### config.mk
export PLATFORM = sky130hd
export DESIGN_NAME = argmax_classifier
export DESIGN_NICKNAME = d
export VERILOG_FILES = /design/src/rtl/argmax_classifier.sv
export SDC_FILE = /design/constraint.sdc
export NUM_CORES = 1
export LEC_CHECK = 0
export ABC_AREA = 1
export ABC_CLOCK_PERIOD_IN_PS = 3300
export BUFFER_PORTS_ARGS = -buffer_cell sky130_fd_sc_hd__buf_2
export CORE_MARGIN = 5
export CORE_UTILIZATION = 55
export DETAILED_ROUTE_END_ITERATION = 8
export HOLD_SLACK_MARGIN = 0.06
export MAX_ROUTING_LAYER = met4
export PLACE_DENSITY = 0.78
export SETUP_SLACK_MARGIN = 0.2
export SYNTH_ARGS = -nofsm -noshare
export SYNTH_HDL_FRONTEND = slang
export SYNTH_SLANG_ARGS = --single-unit
### constraint.sdc
create_clock -name clk -period 3.3 [get_ports clk]
set_input_delay 0.66 -clock clk [delete_from_list [all_inputs] [get_ports clk]]
set_output_delay 0.66 -clock clk [all_outputs]
set_load 0.005 [all_outputs]
### src/rtl/argmax_classifier.sv
// Serial argmax over a 10-score frame from the fully connected layer.
// Optional ARGMAX_MARGIN_EN adds runner-up tracking and the out_margin port.
module argmax_classifier #(
    parameter int bitwidth = 32
) (
    input  logic                       clk,
    input  logic                       rst,
    input  logic                       in_valid,
    output logic                       in_ready,
    input  logic signed [bitwidth-1:0] in_data,
    output logic                       out_valid,
    input  logic                       out_ready,
    output logic [3:0]                 out_class,
    output logic signed [bitwidth-1:0] out_score
`ifdef ARGMAX_MARGIN_EN
    ,
    output logic [bitwidth-1:0]        out_margin
`endif
);

    typedef enum logic {SCAN, HOLD} state_t;

    localparam logic signed [bitwidth-1:0] most_neg = {1'b1, {(bitwidth-1){1'b0}}};

    state_t                     state;
    logic [3:0]                 beat;
    logic signed [bitwidth-1:0] run_max;
    logic [3:0]                 run_idx;
    logic signed [bitwidth-1:0] nxt_max;
    logic [3:0]                 nxt_idx;
    logic                       accept;

`ifdef ARGMAX_MARGIN_EN
    logic signed [bitwidth-1:0] run_second;
    logic signed [bitwidth-1:0] nxt_second;
    logic [bitwidth:0]          diff;
`endif

    assign accept = in_valid && (state == SCAN);

    // Candidate update for the current beat; only committed when a beat is accepted.
    always_comb begin
        nxt_max = run_max;
        nxt_idx = run_idx;
`ifdef ARGMAX_MARGIN_EN
        nxt_second = run_second;
`endif
        if (beat == 4'd0) begin
            nxt_max = in_data;
            nxt_idx = 4'd0;
`ifdef ARGMAX_MARGIN_EN
            nxt_second = most_neg;
`endif
        end else if (in_data > run_max) begin
            nxt_max = in_data;
            nxt_idx = beat;
`ifdef ARGMAX_MARGIN_EN
            nxt_second = run_max;
`endif
        end
`ifdef ARGMAX_MARGIN_EN
        else if (in_data > run_second) begin
            nxt_second = in_data;
        end
`endif
    end

`ifdef ARGMAX_MARGIN_EN
    // Sign-extended difference; max >= runner-up keeps it in 0..2^bitwidth-1.
    assign diff = {nxt_max[bitwidth-1], nxt_max} - {nxt_second[bitwidth-1], nxt_second};
`endif

    always_ff @(posedge clk or posedge rst) begin
        if (rst) begin
            state     <= SCAN;
            in_ready  <= 1'b1;
            out_valid <= 1'b0;
            beat      <= 4'd0;
            run_max   <= '0;
            run_idx   <= 4'd0;
            out_class <= 4'd0;
            out_score <= '0;
`ifdef ARGMAX_MARGIN_EN
            run_second <= '0;
            out_margin <= '0;
`endif
        end else begin
            case (state)
                SCAN: begin
                    if (accept) begin
                        run_max <= nxt_max;
                        run_idx <= nxt_idx;
`ifdef ARGMAX_MARGIN_EN
                        run_second <= nxt_second;
`endif
                        if (beat == 4'd9) begin
                            beat      <= 4'd0;
                            out_class <= nxt_idx;
                            out_score <= nxt_max;
`ifdef ARGMAX_MARGIN_EN
                            out_margin <= diff[bitwidth-1:0];
`endif
                            state     <= HOLD;
                            in_ready  <= 1'b0;
                            out_valid <= 1'b1;
                        end else begin
                            beat <= beat + 4'd1;
                        end
                    end
                end
                HOLD: begin
                    if (out_ready) begin
                        state     <= SCAN;
                        in_ready  <= 1'b1;
                        out_valid <= 1'b0;
                    end
                end
                default: begin
                    state     <= SCAN;
                    in_ready  <= 1'b1;
                    out_valid <= 1'b0;
                end
            endcase
        end
    end

endmodule

==> flow_metrics.py <==
metrics = {
    "outcome": {
        "status": "complete, no violations",
    },
    "sta": {
        "finalClockSkew_ns": 0.0116,
        "setup-violations-final": 0,
        "rsz0062_at_grt": "no",
        "post-route-min-period_ns": 2.65,
        "drv_slew": 0,
        "slew_headroom_pct": 54.3,
        "setup_tns_ns": 0,
        "hold_viol_final": 0,
        "worst_pin_slew_ns": 0.685,
        "finalCritPeriodShare_pct": 80.4,
        "fmax_mhz": 377,
    },
    "pwr": {
        "power.density_mw_per_mm2": 929,
        "worst_ir_drop_vdd_mv": 0.436,
        "p_leak_nw": 3.10,
    },
    "clock_network": {
        "cts-htree-levels": 3,
        "cts_root_buf": "clkbuf_8",
        "clk_pin_slew_ns": 0.09,
        "cts_tree": "yes",
        "cts_sinks": 79,
        "cts_made_buffers": 9,
        "clockBufferDepth": 2,
        "holdBufCountCts": 0,
        "cts-resized-gates": 0,
        "cts_setup_buffers": 0,
        "clk_latency_ns": 0.36,
    },
    "floorplan": {
        "die_y_um": 102,
        "fp-row-count": 33,
        "initial_core_util_pct": 56.4,
        "die-area_mm2": 0.0104,
        "die_w_um": 102,
        "core-area_mm2": 0.00822,
        "ios": 74,
    },
    "placement": {
        "gp_congestion": 0.862,
        "io_buffers": 73,
        "dp.final_hpwl_um": 7180,
    },
    "cells_and_area": {
        "area_growth_pct": 13.4,
        "antennaDiodeCount": 0,
        "drive_gt1_share_pct": 18.6,
        "layout_common_cells": "nand2_1 (227), inv_1 (85), nand3_1 (85)",
        "layout_commonest_cell": "nand2_1",
        "fin_nets": 741,
        "postLayoutCoreUtil_pct": 63.9,
    },
    "worst_setup_path": {
        "worstSetupEndpointType": "register",
        "worstPathArrival_ns": 2.91,
        "critPathMaxFanout": 35,
        "worstPathRequired_ns": 3.55,
        "critPathKind": "register to register",
        "start_kind": "register",
    },
    "yosys": {
        "synth_top_area_share_pct": 42.1,
        "synthCells": 606,
        "synth.area.top_cells": "dfrtp_1 (42%), nand2_1 (18%), nand3_1 (9.3%)",
        "syn-cell-area_mm2": 0.00463,
        "synth_fp_nets": 674,
        "yosysWarnings": 0,
        "synth_top_cell_by_area": "dfrtp_1",
        "ys_seq_area_share_pct": 42.7,
        "synth-seq-cells": 79,
        "synth_edf_count": 0,
        "ys.flop_type": "dfrtp_1",
        "syn_area_per_cell_um2": 7.65,
        "synthArstFlopShare_pct": 100,
        "synth.distinct_cells": 29,
    },
    "drt": {
        "drc_errors": 0,
        "dr_total_vias": 4026,
        "wl_per_cell_um": 13.7,
        "viasPerCell": 5.14,
        "drt_wl_total_um": 10700,
        "dr.pass1.iters": 4,
        "drtIter0Drc": 227,
        "drtAntennaViolNets": 0,
    },
    "global_route": {
        "grt_pass1_wl_um": 18300,
        "grt_usage_pct": 22.8,
        "antenna_found_initial": 0,
        "grt_max_degree": 80,
        "use_met3_pct": 2.69,
        "grt-ovfl-total": 0,
        "gr-usage-met2_pct": 36.9,
        "grt_pass1_vias": 4158,
        "grt_use_met1_pct": 28.9,
        "grt_most_used_layer": "met2",
    },
    "run": {
        "maxCapViolations": 0,
    },
    "hold_path": {
        "hp-class": "input port to async pin",
    },
}
## report_power, final
part	internal [mW]	switching (mW)	total [mW]
combinational	0.887	1.58	2.47
clock	0.356	0.390	0.746
sequential	1.42	0.246	1.67
## Yosys cell counts (all sizes together), types with 2 or more instances
cell type and count:
nand4 3, nand3 107, buf 16, clkbuf 8, a21o 2, a21oi 18, inv 87, ha 32
dfrtp 78, o21ai 4, nor2 14, o21a 2, nand2 229
## sequential cells by signal (all words and copies together) (netlist names)
| name | cells |
|---|---|
| beat | 4 |
| in_ready | 1 |
| out_class | 4 |
| out_score | 32 |
| out_valid | 1 |
| run_idx | 4 |
| run_max | 32 |
| state | 1 |
## metal layers
| metal | share of wire, % | vias to the layer above | wire, um |
|---|---|---|---|
| li1 | - | 2035 | - |
| met1 | 45 | 1863 | 4860 |
| met2 | 47 | 115 | 5070 |
| met3 | 5.9 | 13 | 626 |
| met4 | 1.3 | 0 | 136 |
| met5 | 0 | - | 0 |
## path summary, 6_finish.rpt
kind | start | to | slack [ns] | cells after the start
max | run_max[19] | run_max[8] | 0.65 | 13
min | rst | run_max[18] | 0.34 | 3
max reg2reg | run_max[19] | run_max[8] | 0.65 | 13
min reg2reg | in_ready | in_ready | 0.47 | 2
max in group asynchronous | rst | in_ready | 2.57 | 3
min in group clk | in_ready | in_ready | 0.47 | 2
## layout make-up
| type | instances | area, um2 |
|---|---|---|
| Inverter | 88 | 332 |
| Timing Repair Buffer | 80 | 430 |
| Fill cell | 718 | 2960 |
| Clock buffer | 9 | 124 |
| Tap cell | 105 | 131 |
| Clock inverter | 7 | 78.8 |
| Multi-Input combinational cell | 415 | 2180 |
| Sequential cell | 79 | 1980 |
## kinds of logic (layout without fill, tap and decap cells)
kind of cell | after synthesis | in the layout | share of synthesized area, %
fa+ha+maj | 32 | 32 | 8.64
buf+inv | 112 | 184 | 10.4
flops | 79 | 79 | 42.7
compound gates | 28 | 28 | 3.32
simple gates | 355 | 355 | 34.9
## worst max-delay path, cell delays in order, from the launching register on
cell	delay, ns
dfrtp_1	0.39
inv_1	0.10
ha_1	0.27
a21o_1	0.21
o21ai_1	0.17
nand2_1	0.09
a21oi_1	0.18
nand2_1	0.08
nand2_1	0.10
nand3_4	0.21
nand2_4	0.42
nand2_1	0.17
nand3_1	0.12
nand2_1	0.06
## metrics by stage
stage | setup slack [ns] | instance area [um2] | hold WS [ns] | std cells | power (mW)
finish | 0.648 | 5250 | 0.344 | 783 | 4.88
global route | 0.469 | 5250 | 0.429 | 783 | 5.36
CTS | 0.670 | 5250 | 0.393 | 783 | 4.91
detailed placement | 0.335 | 5050 | 0.454 | 767 | 4.13
global placement | 0.446 | 5050 | 0.451 | 767 | 4.02
floorplan | 0.618 | 4630 | 0.449 | 606 | 3.58
(Power assumes the default switching activity.)
